[src/rtl/muldiv_hilo_ctrl_if.sv]
// Request/response bundle between the pipeline and the HI/LO multiply-divide unit.
interface muldiv_hilo_ctrl_if;
  logic        start;
  logic [2:0]  op;
  logic [31:0] a;
  logic [31:0] b;
  logic        flush;
  logic        busy;
  logic        done;
  logic [31:0] hi;
  logic [31:0] lo;

  // Pipeline side: issues requests, observes stall/result.
  modport master (
    output start, op, a, b, flush,
    input  busy, done, hi, lo
  );

  // Unit side: accepts requests, owns HI/LO.
  modport slave (
    input  start, op, a, b, flush,
    output busy, done, hi, lo
  );
endinterface

[src/rtl/muldiv_hilo_ctrl.sv]
// HI/LO multiply/divide controller.
// Multiply completes after a fixed MUL_LAT cycles; divide is a 32-step
// restoring divider on operand magnitudes with sign fix-up at the end.
// MTHI/MTLO write HI/LO directly without leaving IDLE.
module muldiv_hilo_ctrl #(
  parameter int MUL_LAT = 2
) (
  input  logic clk,
  input  logic rst,
  muldiv_hilo_ctrl_if.slave bus
);

  localparam logic [2:0] OP_MULT  = 3'd0;
  localparam logic [2:0] OP_MULTU = 3'd1;
  localparam logic [2:0] OP_DIV   = 3'd2;
  localparam logic [2:0] OP_DIVU  = 3'd3;
  localparam logic [2:0] OP_MTHI  = 3'd4;
  localparam logic [2:0] OP_MTLO  = 3'd5;

  localparam logic [4:0] MUL_LAST = 5'(MUL_LAT - 1);
  localparam logic [4:0] DIV_LAST = 5'd31;

  typedef enum logic [1:0] {IDLE, MUL, DIV} state_t;

  state_t      state_q, state_d;
  logic [4:0]  cnt_q, cnt_d;
  logic [31:0] a_q, a_d;
  logic [31:0] b_q, b_d;
  logic        signed_q, signed_d;
  logic        div0_q, div0_d;
  logic        neg_quo_q, neg_quo_d;
  logic        neg_rem_q, neg_rem_d;
  logic [31:0] quo_q, quo_d;
  logic [31:0] rem_q, rem_d;
  logic [31:0] dvsr_q, dvsr_d;
  logic [31:0] hi_q, hi_d;
  logic [31:0] lo_q, lo_d;
  logic        done_q, done_d;

  // Multiply datapath: operands extended by one bit so MULT and MULTU
  // share one signed multiplier; only the low 64 bits are meaningful.
  logic signed [32:0] mul_a, mul_b;
  logic signed [65:0] mul_full;
  logic [63:0]        product;

  // One restoring-division step: shift in the next dividend bit, subtract
  // the divisor if it fits.
  logic [32:0] div_shifted;
  logic [32:0] div_diff;
  logic        div_fits;
  logic [31:0] step_rem;
  logic [31:0] step_quo;
  logic [31:0] final_quo;
  logic [31:0] final_rem;

  // Magnitudes and sign flags of the incoming operands for a new divide.
  logic        req_signed;
  logic [31:0] mag_a, mag_b;

  assign mul_a    = {signed_q & a_q[31], a_q};
  assign mul_b    = {signed_q & b_q[31], b_q};
  assign mul_full = mul_a * mul_b;
  assign product  = mul_full[63:0];

  assign div_shifted = {rem_q, quo_q[31]};
  assign div_diff    = div_shifted - {1'b0, dvsr_q};
  assign div_fits    = ~div_diff[32];
  assign step_rem    = div_fits ? div_diff[31:0] : div_shifted[31:0];
  assign step_quo    = {quo_q[30:0], div_fits};
  assign final_quo   = neg_quo_q ? (32'd0 - step_quo) : step_quo;
  assign final_rem   = neg_rem_q ? (32'd0 - step_rem) : step_rem;

  assign req_signed = (bus.op == OP_DIV);
  assign mag_a      = (req_signed && bus.a[31]) ? (32'd0 - bus.a) : bus.a;
  assign mag_b      = (req_signed && bus.b[31]) ? (32'd0 - bus.b) : bus.b;

  assign bus.busy = (state_q != IDLE);
  assign bus.done = done_q;
  assign bus.hi   = hi_q;
  assign bus.lo   = lo_q;

  // Next-state, operand capture and HI/LO update decisions.
  always_comb begin
    state_d   = state_q;
    cnt_d     = cnt_q;
    a_d       = a_q;
    b_d       = b_q;
    signed_d  = signed_q;
    div0_d    = div0_q;
    neg_quo_d = neg_quo_q;
    neg_rem_d = neg_rem_q;
    quo_d     = quo_q;
    rem_d     = rem_q;
    dvsr_d    = dvsr_q;
    hi_d      = hi_q;
    lo_d      = lo_q;
    done_d    = 1'b0;

    case (state_q)
      IDLE: begin
        // A flush in the same cycle cancels the request, including moves.
        if (bus.start && !bus.flush) begin
          case (bus.op)
            OP_MULT, OP_MULTU: begin
              state_d  = MUL;
              cnt_d    = 5'd0;
              a_d      = bus.a;
              b_d      = bus.b;
              signed_d = (bus.op == OP_MULT);
            end
            OP_DIV, OP_DIVU: begin
              state_d   = DIV;
              cnt_d     = 5'd0;
              a_d       = bus.a;
              b_d       = bus.b;
              signed_d  = req_signed;
              div0_d    = (bus.b == 32'd0);
              neg_quo_d = req_signed & (bus.a[31] ^ bus.b[31]);
              neg_rem_d = req_signed & bus.a[31];
              quo_d     = mag_a;
              dvsr_d    = mag_b;
              rem_d     = 32'd0;
            end
            OP_MTHI: begin
              hi_d   = bus.a;
              done_d = 1'b1;
            end
            OP_MTLO: begin
              lo_d   = bus.a;
              done_d = 1'b1;
            end
            default: ;
          endcase
        end
      end

      MUL: begin
        // Flush wins even on the last cycle: no write, no done.
        if (bus.flush) begin
          state_d = IDLE;
        end else if (cnt_q == MUL_LAST) begin
          hi_d    = product[63:32];
          lo_d    = product[31:0];
          done_d  = 1'b1;
          state_d = IDLE;
        end else begin
          cnt_d = cnt_q + 5'd1;
        end
      end

      DIV: begin
        if (bus.flush) begin
          state_d = IDLE;
        end else begin
          quo_d = step_quo;
          rem_d = step_rem;
          cnt_d = cnt_q + 5'd1;
          if (cnt_q == DIV_LAST) begin
            // Divide by zero still runs the full 32 steps, then reports
            // an all-ones quotient and the raw dividend as remainder.
            if (div0_q) begin
              lo_d = 32'hFFFF_FFFF;
              hi_d = a_q;
            end else begin
              lo_d = final_quo;
              hi_d = final_rem;
            end
            done_d  = 1'b1;
            state_d = IDLE;
          end
        end
      end

      default: state_d = IDLE;
    endcase
  end

  // State register; reset overrides any request or completion.
  always_ff @(posedge clk) begin
    if (rst) begin
      state_q   <= IDLE;
      cnt_q     <= 5'd0;
      a_q       <= 32'd0;
      b_q       <= 32'd0;
      signed_q  <= 1'b0;
      div0_q    <= 1'b0;
      neg_quo_q <= 1'b0;
      neg_rem_q <= 1'b0;
      quo_q     <= 32'd0;
      rem_q     <= 32'd0;
      dvsr_q    <= 32'd0;
      hi_q      <= 32'd0;
      lo_q      <= 32'd0;
      done_q    <= 1'b0;
    end else begin
      state_q   <= state_d;
      cnt_q     <= cnt_d;
      a_q       <= a_d;
      b_q       <= b_d;
      signed_q  <= signed_d;
      div0_q    <= div0_d;
      neg_quo_q <= neg_quo_d;
      neg_rem_q <= neg_rem_d;
      quo_q     <= quo_d;
      rem_q     <= rem_d;
      dvsr_q    <= dvsr_d;
      hi_q      <= hi_d;
      lo_q      <= lo_d;
      done_q    <= done_d;
    end
  end

endmodule

[src/flat_wrapper.sv]
// flat-port wrapper written by rule: the top's interface ports become plain ports
module muldiv_hilo_ctrl_flat 
#(
  parameter int MUL_LAT = 2
)
  (clk, rst, bus_start, bus_op, bus_a, bus_b, bus_flush, bus_busy, bus_done, bus_hi, bus_lo);
  muldiv_hilo_ctrl_if bus_i ();
  input  logic clk;
  input  logic rst;
  input wire logic [$bits(bus_i.start)-1:0] bus_start;
  input wire logic [$bits(bus_i.op)-1:0] bus_op;
  input wire logic [$bits(bus_i.a)-1:0] bus_a;
  input wire logic [$bits(bus_i.b)-1:0] bus_b;
  input wire logic [$bits(bus_i.flush)-1:0] bus_flush;
  output wire logic [$bits(bus_i.busy)-1:0] bus_busy;
  output wire logic [$bits(bus_i.done)-1:0] bus_done;
  output wire logic [$bits(bus_i.hi)-1:0] bus_hi;
  output wire logic [$bits(bus_i.lo)-1:0] bus_lo;
  assign bus_i.start = bus_start;
  assign bus_i.op = bus_op;
  assign bus_i.a = bus_a;
  assign bus_i.b = bus_b;
  assign bus_i.flush = bus_flush;
  assign bus_busy = bus_i.busy;
  assign bus_done = bus_i.done;
  assign bus_hi = bus_i.hi;
  assign bus_lo = bus_i.lo;
  muldiv_hilo_ctrl #(.MUL_LAT(MUL_LAT)) u_core (.clk(clk), .rst(rst), .bus(bus_i));
endmodule
[config.mk]
export PLATFORM = sky130hd
export DESIGN_NAME = muldiv_hilo_ctrl_flat
export DESIGN_NICKNAME = d
export VERILOG_FILES = /design/src/rtl/muldiv_hilo_ctrl_if.sv /design/src/rtl/muldiv_hilo_ctrl.sv /design/src/flat_wrapper.sv
export SDC_FILE = /design/constraint.sdc
export NUM_CORES = 2
export LEC_CHECK = 0
export CORE_MARGIN = 3
export CORE_UTILIZATION = 45
export DETAILED_ROUTE_END_ITERATION = 10
export GPL_ROUTABILITY_DRIVEN = 0
export SLEW_MARGIN = 20
export SYNTH_ARGS = -nofsm -noshare
export SYNTH_HDL_FRONTEND = slang
export SYNTH_SLANG_ARGS = --single-unit
[constraint.sdc]
create_clock -name clk -period 17.99 [get_ports clk]
set_clock_uncertainty 0.15 [all_clocks]
set_input_delay 3.598 -clock clk [delete_from_list [all_inputs] [get_ports clk]]
set_output_delay 3.598 -clock clk [all_outputs]
set_load 0.01 [all_outputs]
# Word level (Yosys, flattened, before mapping)
# Cells that the tools add are included.
dict set report op_classes {
  muxes 50
  n_eq_ne 22
  n_mul 1
  reduce_logical 23
  add_sub_neg 6
  bitwise 6
}
# operator n
set ops {}
lappend ops {{$mux W32} 25}
lappend ops {{$pmux W32 S3} 2}
lappend ops {{$pmux W32 S2} 2}
lappend ops {{$sub A1 B32 Y32 const A} 4}
lappend ops {{$mul A33 B33 Y64} 1}
lappend ops {{$sub A33 B32 Y33} 1}
lappend ops {{$logic_not A32 Y1} 1}
lappend ops {{$mux W5} 5}
lappend ops {{$pmux W5 S3} 1}
lappend ops {{$ne A2 B2 Y1 const B} 7}
lappend ops {{$reduce_and A7 Y1} 2}
lappend ops {{$mux W2} 5}
lappend ops {{$reduce_and A3 Y1} 3}
lappend ops {{$reduce_and A4 Y1} 2}
lappend ops {{$eq A3 B2 Y1 const B} 2}
lappend ops {{$eq A3 B3 Y1 const B} 2}
lappend ops {{$mux W1} 6}
lappend ops {{$ne A2 B1 Y1 const B} 3}
lappend ops {{$ne A3 B2 Y1 const B} 2}
lappend ops {{$pmux W2 S3} 1}
lappend ops {{$reduce_and A6 Y1} 1}
lappend ops {{$reduce_bool A2 Y1} 3}
lappend ops {{$reduce_or A2 Y1} 3}
lappend ops {{$add A5 B1 Y5 const B} 1}
lappend ops {{18 further kinds} 23}
dict set report totals {
  input_bits 71
  word_cells 122
  reg_bits 236
  out_inout_bits 66
}

# Depth between registers and ports, before layout
dict set report logic_depth {
  word_depth 8
  ltp_mapped 32
  ltp_nobuf 30
}

# Least setup slack after synthesis
# Ideal clock, no wire load.
dict set report synth_path {
  path_type {register to register}
  from {register u_core.a_q[31]}
  to {register u_core.hi_q[30] (netlist: u_core.bus.hi[30])}
  path_stages_with_launch 33
  slack_ns 9.355
  t_required_ns 17.737
  n_path_buf 2
  t_arrival_ns 8.381
  setup_ns 0.103
  path_cell_list {dfxtp_1 > clkbuf_1 > and2_1 > clkbuf_1 > nand2_1 > inv_1 > fa_1 > inv_1 > fa_1 > inv_1 > fa_1 > fa_1 > inv_1 > fa_1 > inv_1 > fa_1 > inv_1 > fa_1 > fa_1 > inv_1 > ha_1 > a21o_1 > a21oi_1 > o21bai_1 > a21oi_1 > nor2_1 > a2111oi_0 > a21bo_2 > a21o_1 > a21boi_0 > xnor2_1 > o221a_1 > a2111oi_2}
}
dict set report synth_via {
  elab_chain_cells 5
}
# item line_no
set synth_rtl {}
lappend synth_rtl {{start: declaration} muldiv_hilo_ctrl.sv:27} ;# logic [31:0] a_q, a_d;
lappend synth_rtl {{start signal: assignment} muldiv_hilo_ctrl.sv:183} ;# a_q <= 32'd0;
lappend synth_rtl {{start signal: assignment} muldiv_hilo_ctrl.sv:198} ;# a_q <= a_d;
lappend synth_rtl {{$and A1 B1 Y1} muldiv_hilo_ctrl.sv:60} ;# assign mul_a = {signed_q & a_q[31], a_q};
lappend synth_rtl {{$mul A33 B33 Y64 *} muldiv_hilo_ctrl.sv:62} ;# assign mul_full = mul_a * mul_b;
lappend synth_rtl {{$mux W32 *} muldiv_hilo_ctrl.sv:141} ;# end else if (cnt_q == MUL_LAST) begin
lappend synth_rtl {{$mux W32 *} muldiv_hilo_ctrl.sv:139} ;# if (bus.flush) begin
lappend synth_rtl {{$pmux W32 S3 *} muldiv_hilo_ctrl.sv:99} ;# case (state_q)
lappend synth_rtl {{end signal: assignment} muldiv_hilo_ctrl.sv:207} ;# hi_q <= hi_d;
lappend synth_rtl {{end: declaration} muldiv_hilo_ctrl.sv:36} ;# logic [31:0] hi_q, hi_d;
# Mark *: on every way between the ends. The rest lies on a longest branch, timed or not. The select of a mux whose other input is x is not followed.
# A chain may end at the register's enable or synchronous reset.

# Worst setup path in the final report
dict set report layout_path {
  from {register u_core.signed_q}
  to {register u_core.hi_q[30] (netlist: u_core.bus.hi[30])}
}
dict set report layout_via {
  elab_chain_cells 5
}
# item line_no
set layout_rtl {}
lappend layout_rtl {{start: declaration} muldiv_hilo_ctrl.sv:29} ;# logic signed_q, signed_d;
lappend layout_rtl {{start signal: assignment} muldiv_hilo_ctrl.sv:200} ;# signed_q <= signed_d;
lappend layout_rtl {{$and A1 B1 Y1 (on tied branches)} {muldiv_hilo_ctrl.sv:60, muldiv_hilo_ctrl.sv:61}}
lappend layout_rtl {{$mul A33 B33 Y64 *} muldiv_hilo_ctrl.sv:62}
lappend layout_rtl {{$mux W32 *} muldiv_hilo_ctrl.sv:141}
lappend layout_rtl {{$mux W32 *} muldiv_hilo_ctrl.sv:139}
lappend layout_rtl {{$pmux W32 S3 *} muldiv_hilo_ctrl.sv:99}
# Marked as above.

==> metrics <==
run status=complete, no violations; TritonRoute pass-1 iters=5; crit end category=register; worst-path fanout max=13; Overflow after GRT=0; clk sinks=236; part of the cycle the worst path needs=0.528; vias=42900; DR DRC count=0; R2R setup slack=8.50 ns; Power Dens Cells=31.6 mW/mm²; I/O pins=137; Worst-path clk slew=0.06 ns; EDFF count, synth=0; hold_sp=u_core.b_q[26]$_SDFFE_PP0P_; DR iter-0 viols=3267; share of post-route cells with drive strength above 1=0.0324; latest clock arrival within the worst-skew pair=0.61 ns; CP startpoint kind=register; CP arrival=9.81 ns; IO Port Bufs=136; Worst Tran Pin Value=1.11 ns; Crit path required time=18.31 ns; post-CTS setup buffer count=0; Worst R2R Path Depth=30; Max Fclk=105 MHz; r2r startpoint=u_core.signed_q$_SDFFE_PP0P_; VDD IR-drop max=0.0783 mV; CP max stage cell=fa_1; Seq/Total Area, Yosys=0.0888; drt via density=5.55; FFs w/ async S/R, synth=0; PostCTS Resize Cnt=0; Setup crit end=u_core.bus.hi[30]$_SDFFE_PP0P_; yosys warns=0; final-report hold violation count=0; cell area after synthesis=0.0532 mm²; final setup TNS=0 ns; Post-DP HPWL=128 mm; max-slew violation count=0; Root Buffer=clkbuf_16; vias in the first global route=44100; Worst R2R End=u_core.bus.hi[30]$_SDFFE_PP0P_; first-pass GRT wire length=256 mm; DR WL/cell=20.9 µm; Post-Syn Instances=6322; Die X=350 µm; max_cap viols=0; CTS max path bufs=3; DRT Wirelength=162 mm; Layout Area Growth over Synthesis=6.63%; ys flop type=dfxtp_1; total die area=0.122 mm²; RSZ-0062 raised after global routing=no; FP Rows=125; post-synthesis register bit count=236; CTS Buf Count=29; leakage power=0.0261 µW; Initial Util=0.455; Layout Nets=7635; kind of critical path=reg -> reg; Tightest Hold Check Type=reg -> reg; Avg Cell Area, Syn=8.42 µm²; number of H-tree levels=1; crit path from=u_core.signed_q$_SDFFE_PP0P_; Syn Nets=7774; Hold-fix buffers, CTS=0; Place WS=8.54 ns; most frequent CP cell=fa_1; die span in y=350 µm; Total GRT Usage=0.268; post-route ant nets=0; pin count of the biggest net entering global routing=80; initial antenna violation count=7; CTS tree=built; critical path's largest stage delay=0.86 ns; fill cell count=11300; slack of the critical path=8.50 ns; Worst slew margin=0.253; Final setup violation count=0; Final Critical Period=9.49 ns; core area=0.117 mm²; Netlist cell types=91
[where the power goes]
group          total [µW]  internal, µW  switching, µW
registers             560           541           19.3
clock network         662           394            268
logic                 570           182            388
total                1790          1120            675
[metrics by stage]
stage          hold slack (ns)  instance area [µm²]   util  instances  power (µW)
5_1_grt                  0.322                56700  0.486       7731        1860
6_report                 0.307                56700  0.486       7732        1790
4_1_cts                  0.306                56700  0.486       7729        1790
3_3_place_gp             0.292                55700  0.477       7676        1120
2_1_floorplan            0.291                53200      -       6322         915
3_5_place_dp             0.297                55700  0.477       7676        1130
[cells in the mapped netlist, drive strengths merged (11+ instances only)]
master | instances | area, µm²
inv | 1189 | 4460
fa | 1126 | 22500
nand2 | 1111 | 4170
clkbuf | 381 | 1430
and2 | 365 | 2280
a21oi | 288 | 1460
nor2 | 278 | 1040
ha | 255 | 3190
dfxtp | 236 | 4720
o21ai | 190 | 951
xnor2 | 147 | 1310
a211oi | 63 | 478
xor2 | 58 | 508
nor3 | 51 | 265
a21o | 44 | 330
nand3 | 41 | 205
o31ai | 32 | 240
and3 | 31 | 194
nand2b | 29 | 181
mux2i | 24 | 240
a31oi | 23 | 144
o41ai | 23 | 216
a22oi | 22 | 165
nor4 | 20 | 138
o211ai | 20 | 165
a221oi | 18 | 158
buf | 17 | 83.8
or2 | 17 | 106
o21bai | 16 | 120
or4 | 16 | 124
o21a | 15 | 114
a311oi | 14 | 123
a2111oi | 12 | 111
nand4 | 12 | 75.1
or3 | 12 | 75.1
nor2b | 11 | 68.8
[worst max-delay path: cells and delay by family (launching register included)]
| family | cells | cell delay [ns] |
|---|---|---|
| AO/OA/AOI/OAI | 10 | 2.13 |
| buffers and inverters | 7 | 1.08 |
| AND/OR/NAND/NOR | 3 | 0.91 |
| XOR/XNOR | 1 | 0.11 |
| adder cells (fa/ha/maj) | 9 | 4.66 |
| flip-flops | 1 | 0.32 |
[cells in the final DEF (no fill, tap or decap), types with 29 or more instances in the layout]
master / instances
clkdlybuf4s50_1: 135
o21ai_0: 189
xnor2_1: 146
a21oi_1: 284
nand2_1: 1111
clkbuf_16: 29
nand3_1: 41
and2_1: 363
nand2b_1: 29
and3_1: 31
inv_1: 1188
xor2_1: 58
buf_4: 92
a21o_1: 43
nor3_1: 49
ha_1: 252
fa_1: 1126
o31ai_1: 32
nor2_1: 275
dfxtp_1: 233
a211oi_1: 62
[per-layer routing]
layer	vias up	wire (µm)	track usage
li1	19000	-	-
met1	22000	66900	0.360
met2	1547	78000	0.452
met3	284	9920	0.0254
met4	0	6780	0.0982
met5	-	0	0
[cell families after synthesis]
logic type / after synthesis / synth area share
fa+ha+maj: 1381 / 0.484
mux: 30 / 0.00578
simple gates: 2024 / 0.173
flops: 236 / 0.0888
xor+xnor: 205 / 0.0341
buf+inv: 1589 / 0.113
compound gates: 857 / 0.103
[worst min path at each step]
stage | end | slack, ns | cells past startpoint
3_3_place_gp | u_core.b_q[16]$_SDFFE_PP0P_ | 0.29 | 2
4_1_cts | u_core.b_q[26]$_SDFFE_PP0P_ | 0.31 | 2
3_5_place_dp | u_core.b_q[26]$_SDFFE_PP0P_ | 0.30 | 2
6_report | u_core.b_q[26]$_SDFFE_PP0P_ | 0.31 | 2
2_1_floorplan | u_core.dvsr_q[0]$_SDFFE_PP0P_ | 0.29 | 2
5_1_grt | u_core.b_q[13]$_SDFFE_PP0P_ | 0.32 | 2
[cell type report]
class                           count  area [µm²]  share of cell area
Multi-Input combinational cell   4497       42500               0.750
Sequential cell                   236        4730              0.0833
Inverter                         1191        4470              0.0788
Timing Repair Buffer              228        2050              0.0362
Tap cell                         1524        1910              0.0336
Clock buffer                       40         827              0.0146
Clock inverter                     13         213             0.00375
Antenna cell                        3        7.51            0.000132
[registers in the layout, indices dropped and copies added (netlist names)]
register / cells
u_core.a_q: 32
u_core.b_q: 32
u_core.bus.done: 1
u_core.bus.hi: 32
u_core.bus.lo: 32
u_core.cnt_q: 5
u_core.div0_q: 1
u_core.dvsr_q: 32
u_core.neg_quo_q: 1
u_core.neg_rem_q: 1
u_core.quo_q: 32
u_core.rem_q: 32
u_core.signed_q: 1
u_core.state_q: 2
No activity file was read; power rests on OpenSTA's default activity.
